## config.mk

```make
export PLATFORM = sky130hd
export DESIGN_NAME = hs_ram_responder_flat
export DESIGN_NICKNAME = d
export VERILOG_FILES = /design/src/rtl/jailbreak_hs_pkg.sv /design/src/rtl/hs_ram_responder_if.sv /design/src/rtl/hs_addr_remap.sv /design/src/rtl/hs_ram_responder.sv /design/src/flat_wrapper.sv
export SDC_FILE = /design/constraint.sdc
export NUM_CORES = 1
export LEC_CHECK = 0
export ABC_AREA = 1
export CAP_MARGIN = 20
export CORE_ASPECT_RATIO = 0.6
export CORE_MARGIN = 2
export CORE_UTILIZATION = 48
export DETAILED_ROUTE_END_ITERATION = 6
export PLACE_DENSITY = 0.79
export SYNTH_ARGS = -nofsm -noshare
export SYNTH_HDL_FRONTEND = slang
export SYNTH_SLANG_ARGS = --single-unit
```

## constraint.sdc

```tcl
create_clock -name jb_core_clk -period 1.85 [get_ports jb_core_clk]
set_input_delay 0.37 -clock jb_core_clk [delete_from_list [all_inputs] [get_ports jb_core_clk]]
set_output_delay 0.37 -clock jb_core_clk [all_outputs]
set_load 0.1 [all_outputs]
```

## src/rtl/jailbreak_hs_pkg.sv

```systemverilog
// Shared definitions for the high-score RAM bridge: request record, window
// constants and the responder state encoding.
package jailbreak_hs_pkg;

    // Save-image windows inside core RAM
    localparam logic [11:0] HS1_MAP_DEFAULT = 12'h620;
    localparam logic [6:0]  HS1_LEN_DEFAULT = 7'h50;
    localparam logic [11:0] HS2_MAP_DEFAULT = 12'h57E;
    localparam logic [6:0]  HS2_LEN_DEFAULT = 7'h03;

    // Data returned for reads outside both windows
    localparam logic [7:0]  OOR_READ_DATA   = 8'hFF;

    // One request as it crosses from the clk_74a side
    typedef struct packed {
        logic [6:0] address;
        logic [7:0] data;
        logic       is_write;
    } mem_access_t;

    typedef enum logic [1:0] {
        ST_IDLE   = 2'd0,
        ST_SETUP  = 2'd1,
        ST_ACCESS = 2'd2,
        ST_OOR    = 2'd3
    } state_t;

endpackage

```

## src/rtl/hs_ram_responder_if.sv

```systemverilog
// Request/response handshake between the CDC FIFO head and the responder.
interface hs_ram_responder_if;
    logic       req_valid;
    logic [6:0] req_address;
    logic [7:0] req_data;
    logic       req_is_write;
    logic       req_ack;
    logic       rsp_valid;
    logic [7:0] rsp_data;

    // FIFO / return-buffer side
    modport master (
        output req_valid, req_address, req_data, req_is_write,
        input  req_ack, rsp_valid, rsp_data
    );

    // Responder side
    modport slave (
        input  req_valid, req_address, req_data, req_is_write,
        output req_ack, rsp_valid, rsp_data
    );
endinterface

```

## src/rtl/hs_addr_remap.sv

```systemverilog
// Maps a save-image byte offset onto core RAM through two windows.
module hs_addr_remap
    import jailbreak_hs_pkg::*;
#(
    parameter logic [11:0] HS1_MAP = HS1_MAP_DEFAULT,
    parameter logic [6:0]  HS1_LEN = HS1_LEN_DEFAULT,
    parameter logic [11:0] HS2_MAP = HS2_MAP_DEFAULT,
    parameter logic [6:0]  HS2_LEN = HS2_LEN_DEFAULT
) (
    input  logic [6:0]  address,
    output logic [11:0] mapped_address,
    output logic        in_range
);

    // Window bounds compared in 8 bits so LEN1+LEN2 cannot wrap
    logic [7:0]  addr_ext;
    logic [7:0]  win1_end;
    logic [7:0]  win2_end;
    logic [11:0] addr_12;
    logic [11:0] len1_12;

    assign addr_ext = {1'b0, address};
    assign win1_end = {1'b0, HS1_LEN};
    assign win2_end = {1'b0, HS1_LEN} + {1'b0, HS2_LEN};
    assign addr_12  = {5'b0, address};
    assign len1_12  = {5'b0, HS1_LEN};

    // Window select and offset add
    always_comb begin
        mapped_address = 12'h000;
        in_range       = 1'b0;
        if (addr_ext < win1_end) begin
            mapped_address = HS1_MAP + addr_12;
            in_range       = 1'b1;
        end else if (addr_ext < win2_end) begin
            mapped_address = HS2_MAP + (addr_12 - len1_12);
            in_range       = 1'b1;
        end
    end

endmodule

```

## src/rtl/hs_ram_responder.sv

```systemverilog
// Services save-image requests against the shared core RAM port.
// A request is acked in IDLE, the port is claimed for SETUP plus
// READ_LATENCY (or one write) ACCESS cycles, and read data is returned
// with a one-cycle rsp_valid strobe as the block re-enters IDLE.
module hs_ram_responder
    import jailbreak_hs_pkg::*;
#(
    parameter logic [11:0] HS1_MAP      = HS1_MAP_DEFAULT,
    parameter logic [6:0]  HS1_LEN      = HS1_LEN_DEFAULT,
    parameter logic [11:0] HS2_MAP      = HS2_MAP_DEFAULT,
    parameter logic [6:0]  HS2_LEN      = HS2_LEN_DEFAULT,
    parameter int          READ_LATENCY = 1
) (
    input  logic                      jb_core_clk,
    input  logic                      reset_n,
    hs_ram_responder_if.slave         req_if,
    input  logic                      cpu_ram_busy,
    output logic [11:0]               hs_address,
    output logic                      hs_access,
    output logic                      hs_write_enable,
    output logic [7:0]                hs_data_in,
    input  logic [7:0]                hs_data_out,
    output logic [7:0]                oor_count
);

    // Latency outside 1..3 is clamped so the counter width stays fixed
    localparam int         LAT      = (READ_LATENCY < 1) ? 1 :
                                      (READ_LATENCY > 3) ? 3 : READ_LATENCY;
    localparam logic [1:0] LAT_LAST = 2'(LAT - 1);

    state_t      state_reg, state_next;
    mem_access_t req_in;
    logic        is_write_reg, is_write_next;
    logic [1:0]  lat_cnt_reg, lat_cnt_next;
    logic [11:0] hs_address_reg, hs_address_next;
    logic [7:0]  hs_data_in_reg, hs_data_in_next;
    logic        rsp_valid_reg, rsp_valid_next;
    logic [7:0]  rsp_data_reg, rsp_data_next;
    logic [7:0]  oor_count_reg, oor_count_next;
    logic        req_ack_comb;
    logic [11:0] mapped_address;
    logic        in_range;

    assign req_in = '{address:  req_if.req_address,
                      data:     req_if.req_data,
                      is_write: req_if.req_is_write};

    hs_addr_remap #(
        .HS1_MAP (HS1_MAP),
        .HS1_LEN (HS1_LEN),
        .HS2_MAP (HS2_MAP),
        .HS2_LEN (HS2_LEN)
    ) u_remap (
        .address        (req_in.address),
        .mapped_address (mapped_address),
        .in_range       (in_range)
    );

    // Next-state, port control and register updates
    always_comb begin
        state_next      = state_reg;
        is_write_next   = is_write_reg;
        lat_cnt_next    = lat_cnt_reg;
        hs_address_next = hs_address_reg;
        hs_data_in_next = hs_data_in_reg;
        rsp_valid_next  = 1'b0;
        rsp_data_next   = rsp_data_reg;
        oor_count_next  = oor_count_reg;
        req_ack_comb    = 1'b0;
        hs_access       = 1'b0;
        hs_write_enable = 1'b0;
        case (state_reg)
            ST_IDLE: begin
                if (req_if.req_valid) begin
                    if (!in_range) begin
                        // Out-of-range requests never touch RAM, so busy is irrelevant
                        req_ack_comb = 1'b1;
                        state_next   = ST_OOR;
                        if (!req_in.is_write) begin
                            rsp_valid_next = 1'b1;
                            rsp_data_next  = OOR_READ_DATA;
                        end
                        if (oor_count_reg != 8'hFF) begin
                            oor_count_next = oor_count_reg + 8'd1;
                        end
                    end else if (!cpu_ram_busy) begin
                        req_ack_comb    = 1'b1;
                        is_write_next   = req_in.is_write;
                        hs_address_next = mapped_address;
                        if (req_in.is_write) begin
                            hs_data_in_next = req_in.data;
                        end
                        state_next = ST_SETUP;
                    end
                end
            end
            ST_SETUP: begin
                hs_access    = 1'b1;
                lat_cnt_next = is_write_reg ? 2'd0 : LAT_LAST;
                state_next   = ST_ACCESS;
            end
            ST_ACCESS: begin
                hs_access = 1'b1;
                if (is_write_reg) begin
                    hs_write_enable = 1'b1;
                    state_next      = ST_IDLE;
                end else if (lat_cnt_reg == 2'd0) begin
                    rsp_valid_next = 1'b1;
                    rsp_data_next  = hs_data_out;
                    state_next     = ST_IDLE;
                end else begin
                    lat_cnt_next = lat_cnt_reg - 2'd1;
                end
            end
            ST_OOR: begin
                state_next = ST_IDLE;
            end
            default: begin
                state_next = ST_IDLE;
            end
        endcase
    end

    // State and datapath registers with synchronous active-low reset
    always_ff @(posedge jb_core_clk) begin
        if (!reset_n) begin
            state_reg      <= ST_IDLE;
            is_write_reg   <= 1'b0;
            lat_cnt_reg    <= 2'd0;
            hs_address_reg <= 12'h000;
            hs_data_in_reg <= 8'h00;
            rsp_valid_reg  <= 1'b0;
            rsp_data_reg   <= 8'h00;
            oor_count_reg  <= 8'h00;
        end else begin
            state_reg      <= state_next;
            is_write_reg   <= is_write_next;
            lat_cnt_reg    <= lat_cnt_next;
            hs_address_reg <= hs_address_next;
            hs_data_in_reg <= hs_data_in_next;
            rsp_valid_reg  <= rsp_valid_next;
            rsp_data_reg   <= rsp_data_next;
            oor_count_reg  <= oor_count_next;
        end
    end

    // Never pop the FIFO while reset is held
    assign req_if.req_ack   = req_ack_comb & reset_n;
    assign req_if.rsp_valid = rsp_valid_reg;
    assign req_if.rsp_data  = rsp_data_reg;
    assign hs_address       = hs_address_reg;
    assign hs_data_in       = hs_data_in_reg;
    assign oor_count        = oor_count_reg;

endmodule

```

## src/flat_wrapper.sv

```systemverilog
// flat-port wrapper written by rule: the top's interface ports become plain ports
module hs_ram_responder_flat import jailbreak_hs_pkg::*;
#(
    parameter logic [11:0] HS1_MAP      = HS1_MAP_DEFAULT,
    parameter logic [6:0]  HS1_LEN      = HS1_LEN_DEFAULT,
    parameter logic [11:0] HS2_MAP      = HS2_MAP_DEFAULT,
    parameter logic [6:0]  HS2_LEN      = HS2_LEN_DEFAULT,
    parameter int          READ_LATENCY = 1
)
  (jb_core_clk, reset_n, cpu_ram_busy, hs_address, hs_access, hs_write_enable, hs_data_in, hs_data_out, oor_count, req_if_req_valid, req_if_req_address, req_if_req_data, req_if_req_is_write, req_if_req_ack, req_if_rsp_valid, req_if_rsp_data);
  hs_ram_responder_if req_if_i ();
  input  logic jb_core_clk;
  input  logic reset_n;
  input  logic cpu_ram_busy;
  output logic [11:0] hs_address;
  output logic hs_access;
  output logic hs_write_enable;
  output logic [7:0] hs_data_in;
  input  logic [7:0] hs_data_out;
  output logic [7:0] oor_count;
  input wire logic [$bits(req_if_i.req_valid)-1:0] req_if_req_valid;
  input wire logic [$bits(req_if_i.req_address)-1:0] req_if_req_address;
  input wire logic [$bits(req_if_i.req_data)-1:0] req_if_req_data;
  input wire logic [$bits(req_if_i.req_is_write)-1:0] req_if_req_is_write;
  output wire logic [$bits(req_if_i.req_ack)-1:0] req_if_req_ack;
  output wire logic [$bits(req_if_i.rsp_valid)-1:0] req_if_rsp_valid;
  output wire logic [$bits(req_if_i.rsp_data)-1:0] req_if_rsp_data;
  assign req_if_i.req_valid = req_if_req_valid;
  assign req_if_i.req_address = req_if_req_address;
  assign req_if_i.req_data = req_if_req_data;
  assign req_if_i.req_is_write = req_if_req_is_write;
  assign req_if_req_ack = req_if_i.req_ack;
  assign req_if_rsp_valid = req_if_i.rsp_valid;
  assign req_if_rsp_data = req_if_i.rsp_data;
  hs_ram_responder #(.HS1_MAP(HS1_MAP), .HS1_LEN(HS1_LEN), .HS2_MAP(HS2_MAP), .HS2_LEN(HS2_LEN), .READ_LATENCY(READ_LATENCY)) u_core (.jb_core_clk(jb_core_clk), .reset_n(reset_n), .req_if(req_if_i), .cpu_ram_busy(cpu_ram_busy), .hs_address(hs_address), .hs_access(hs_access), .hs_write_enable(hs_write_enable), .hs_data_in(hs_data_in), .hs_data_out(hs_data_out), .oor_count(oor_count));
endmodule
```

# After elaboration in Yosys (flattened, before gate mapping)
# Cells that the tools add are included.
# classes
n_addsub	5
magnitude_cmp	2
n_eq_ne	12
muxes	32
bitwise	3
n_reduce_logical	11
# op_table
op	count
$mux 8	5
$mux 12	2
$pmux 8 s2	1
$lt 7x7->1 const B	2
$mux 1	14
$mux 2	7
$add 11x12->12 const A	1
$add 11x7->12 const A	1
$ne 2x2->1 const B	5
$add 8x1->8 const B	1
$ne 8x8->1 const B	1
$pmux 2 s4	1
$reduce_and 4->1	2
$sub 7x7->8 const B	1
$reduce_and 3->1	2
$reduce_and 6->1	1
$reduce_and 5->1	1
$eq 2x2->1 const B	2
$logic_not 2->1	2
$pmux 2 s2	1
$reduce_bool 2->1	2
$ne 3x1->1 const B	1
$ne 3x3->1 const B	1
$eq 2x1->1 const B	1
6 further kinds	7
# totals
reg_bits	42
wordCells	73

# Longest topological paths before layout
# depth
word_depth	7
ltp_mapped	13

# By module
# From an unflattened synthesis, not the netlist that was laid out.
# unflattened
cells_unflattened	344
hier_area_um2	2351.0
# by_module_without_submodules
mod	instances	cells_per_inst	area_each_um2	seq_area_each_um2
hs_ram_responder	1	269	1929.4	840.8
hs_addr_remap	1	75	421.7	0.0

# Worst setup path before layout
# Ideal clock, no wire load.
# synth_path
path_type	input -> output
from	in req_if_req_address[5]
to	out req_if_req_ack
arrival_ps	2559
path_slack_ps	-1079
stages	10
path_buffers	0
cell_sequence	inv_1 ha_1 nand3_1 nand2_1 inv_1 nand2_4 nand3_1 inv_1 o21ai_0 nor2_1
# synth_via
elab_chain_cells	7
word_cells_on_any_way	8
cone_classes	order compare (2); mux (5); bitwise (1)
# synth_rtl
item	line	rtl
from (decl)	flat_wrapper.sv:22	input wire logic [$bits(req_if_i.req_address)-1:0] req_if_req_address;
$lt 7x7->1	hs_addr_remap.sv:35	end else if (addr_ext < win2_end) begin
$mux 1	hs_addr_remap.sv:35	
$mux 1 *	hs_addr_remap.sv:32	if (addr_ext < win1_end) begin
$mux 1 *	hs_ram_responder.sv:75	if (!in_range) begin
$mux 1 *	hs_ram_responder.sv:74	if (req_if.req_valid) begin
$mux 1 *	hs_ram_responder.sv:72	case (state_reg)
$and 1x1->1 *	hs_ram_responder.sv:148	assign req_if.req_ack = req_ack_comb & reset_n;
to (decl)	flat_wrapper.sv:25	output wire logic [$bits(req_if_i.req_ack)-1:0] req_if_req_ack;
# Mark *: on every way between the ends. The rest lies on a longest branch, timed or not.

# Worst setup path after layout
# layout_path
from	in req_if_req_address[0]
to	out req_if_req_ack
# The elaborated chain is that of the path after synthesis.

==> metrics.cfg <==
[synthesis]
synth-xor-area-share_pct=2.17
synth_most_common_cell=nand2_1
syn_avg_cell_area_sq_um=7.12
synth.mux.area_fraction_pct=0
yosysWarnings=0
synth-edff-count=0
synth_top_area_share_pct=33.9
ys_ff_latch=41
synth_area_leaders=dfxtp_1, nand2_1, nor2_1, ha_1, nand3_1
syn_area_sq_mm=0.00242
synth_nets=381
ys.flop_type=dfxtp_1
async_flop_share_pct=0
yosys.area_share.simple_pct=34.6
ys_types=34
synth_commonest_cells=nand2_1, nor2_1, dfxtp_1, inv_1, nand3_1
ys_seq_area_share_pct=33.9
synth_top_family_by_area=simple AND/OR/NAND/NOR gates
syn_inst=340
synth_compound_area_share_pct=11.6
yosys.area.top_type=dfxtp_1
synth-adder-area-share_pct=6.72

[sta]
min_period_over_period_pct=99.9
clock_skew_ps=5.08
setup_viol=0
max_freq_ghz=0.541
rsz0062_at_grt=true
drv_slew=0
timing.setup.tns_ps=0
hold_viol=0
period_minus_slack_ps=1850

[worst_setup_path]
critPathCaptureType=output pin
critical_path.max_fanout=2
crit_arrival_ps=1480
required_ps=1480
path_class=in2out
critPathLaunchType=primary input

[clock_network]
worstSkewPairLatency_ps=300
cts_tree=done
hold_buffers=0
cts_sinks=41
cts.htree.levels=2
ctsRootBufferMaster=clkbuf_8
clock_path_buffers=2
cts.clk_slew.worst_paths_ps=80
numCtsBuffers=5

[grt]
grt_pass1_wl_mm=10.8
grtUsageTotal_pct=24.9
antenna_found_initial=0
overflow=0
grt_max_degree=22
grt_pass1_vias=2473

[floorplanning]
die_x_um=95.7
ios=68
core_sq_mm=0.00471
die_area_sq_mm=0.00564
die_h_um=59
start_util_pct=51.4
rows=19

[pwr]
p_int_uw=2340
switching_share_pct=49.5
power.share.clock_pct=13.6
p_leak_uw=0.00172
powerDensity_mw_per_mm2=1170
pwr-share-seq_pct=25.5
vdd_ir_drop_max_mv=0.928
switching_power_uw=2290
power_frac_comb_pct=60.9

[cells_and_area]
area_growth_pct=63.6
antenna-diode-count=0
final_nets=479
largest_reg_flops=11
drive_gt1_share_pct=33.0
post-route-util_pct=84.1

[detailed_routing]
vias_per_cell=5.14
wirelength_mm=6.68
drcViolationCount=0
wl_per_cell_um=13.3
dr.pass1.iters=7
drtIter0Drc=136
drtAntennaViolNets=0
num_vias=2578

[placement]
port_buffers=66
finalWeightedCongestion=0.814
hpwl_mm=4.90

[flow_run]
max_cap_viol_count=0

[min_path]
hold_path_class=reg2reg

[status]
status=complete, no violations

==> area by class of cell <==
class                   instances  area, sq um
multi-input cells             244         1470
repair buffers                103         1310
flip-flops and latches         41          828
fillers                       278          748
inverters                      43          178
clock buffers                   6         82.6
well taps                      63         78.8
clock inverters                 2         13.8
==> per-stage QoR <==
step	hold slack (ps)	instances	total power [uW]	setup WS (ps)	instance area, sq um
final	480	502	4640	2.39	3960
after global routing	502	502	4860	-52.5	3960
after CTS	484	500	4640	5.73	3930
after detailed placement	473	490	3940	-478	3750
after global placement	462	490	3880	-397	3750
after floorplan	443	340	3090	-251	2490
==> power by group through the flow <==
stage | combinational, uW | clock (uW) | sequential (uW)
final | 2820 | 632 | 1180
after global routing | 2980 | 682 | 1200
after CTS | 2820 | 641 | 1180
after detailed placement | 2740 | 0 | 1200
after global placement | 2690 | 0 | 1190
after floorplan | 1150 | 0 | 1940
==> cells by family (layout without fill, tap and decap cells) <==
kind of cell,Yosys count,in the layout
DFF,41,41
adders and majority gates,13,13
AOI/OAI and AO/OA,46,46
xor gates and xnor gates,6,6
buffers and inverters,55,154
other,1,1
and+or+nand+nor,178,178
==> path summary, 6_finish.rpt <==
| kind | start | to | slack, ps | cells after the start |
|---|---|---|---|---|
| max | req_if_req_address[0] | req_if_req_ack | 2 | 10 |
| min | u_core.lat_cnt_reg[0] | u_core.lat_cnt_reg[0] | 480 | 2 |
| max reg2reg | u_core.state_reg[0] | u_core.state_reg[1] | 170 | 10 |
| min reg2reg | u_core.lat_cnt_reg[0] | u_core.lat_cnt_reg[0] | 480 | 2 |
==> per-layer routing <==
| layer | vias to the layer above | part of all wire (%) | track usage (%) |
|---|---|---|---|
| met1 | 1181 | 41 | 28.5 |
| met2 | 106 | 49 | 43.2 |
| li1 | 1273 | - | - |
| met5 | - | 0 | 0 |
| met4 | 0 | 2.2 | 8.37 |
| met3 | 18 | 8.3 | 9.41 |
==> critical path, stage by stage <==
cell and delay (ps):
dlygate4sd2_1 240, nand2_2 70, nand2_2 80, nand3_4 100, nand2_4 90, nand3_2 60, inv_2 80, o21ai_4 60
nor2_4 150, buf_12 190
==> layout by cell type, fill, tap and decap left out, types with 3 or more instances in the layout <==
master,Yosys,layout
buf_6,4,3
nand4_1,3,3
a21oi_1,25,25
nand2_1,78,74
nor2_1,49,48
inv_1,41,34
inv_2,1,5
o21ai_0,9,8
ha_1,13,6
xor2_1,5,5
dfxtp_2,0,6
nand2_4,3,4
buf_4,2,36
clkdlybuf4s50_1,0,19
ha_4,0,6
a21oi_2,8,8
nand2_2,2,5
nand3_2,1,5
buf_12,1,38
dfxtp_1,41,35
clkbuf_8,0,6
nand3_1,32,28
==> repair_timing <==
item	CTS	global route
gates resized for setup	48	9
buffers inserted	2	3
pin swaps	9	8
setup endpoints to repair	31	1
gates cloned	0	0
Note: power is estimated with default switching activity, not from simulation.
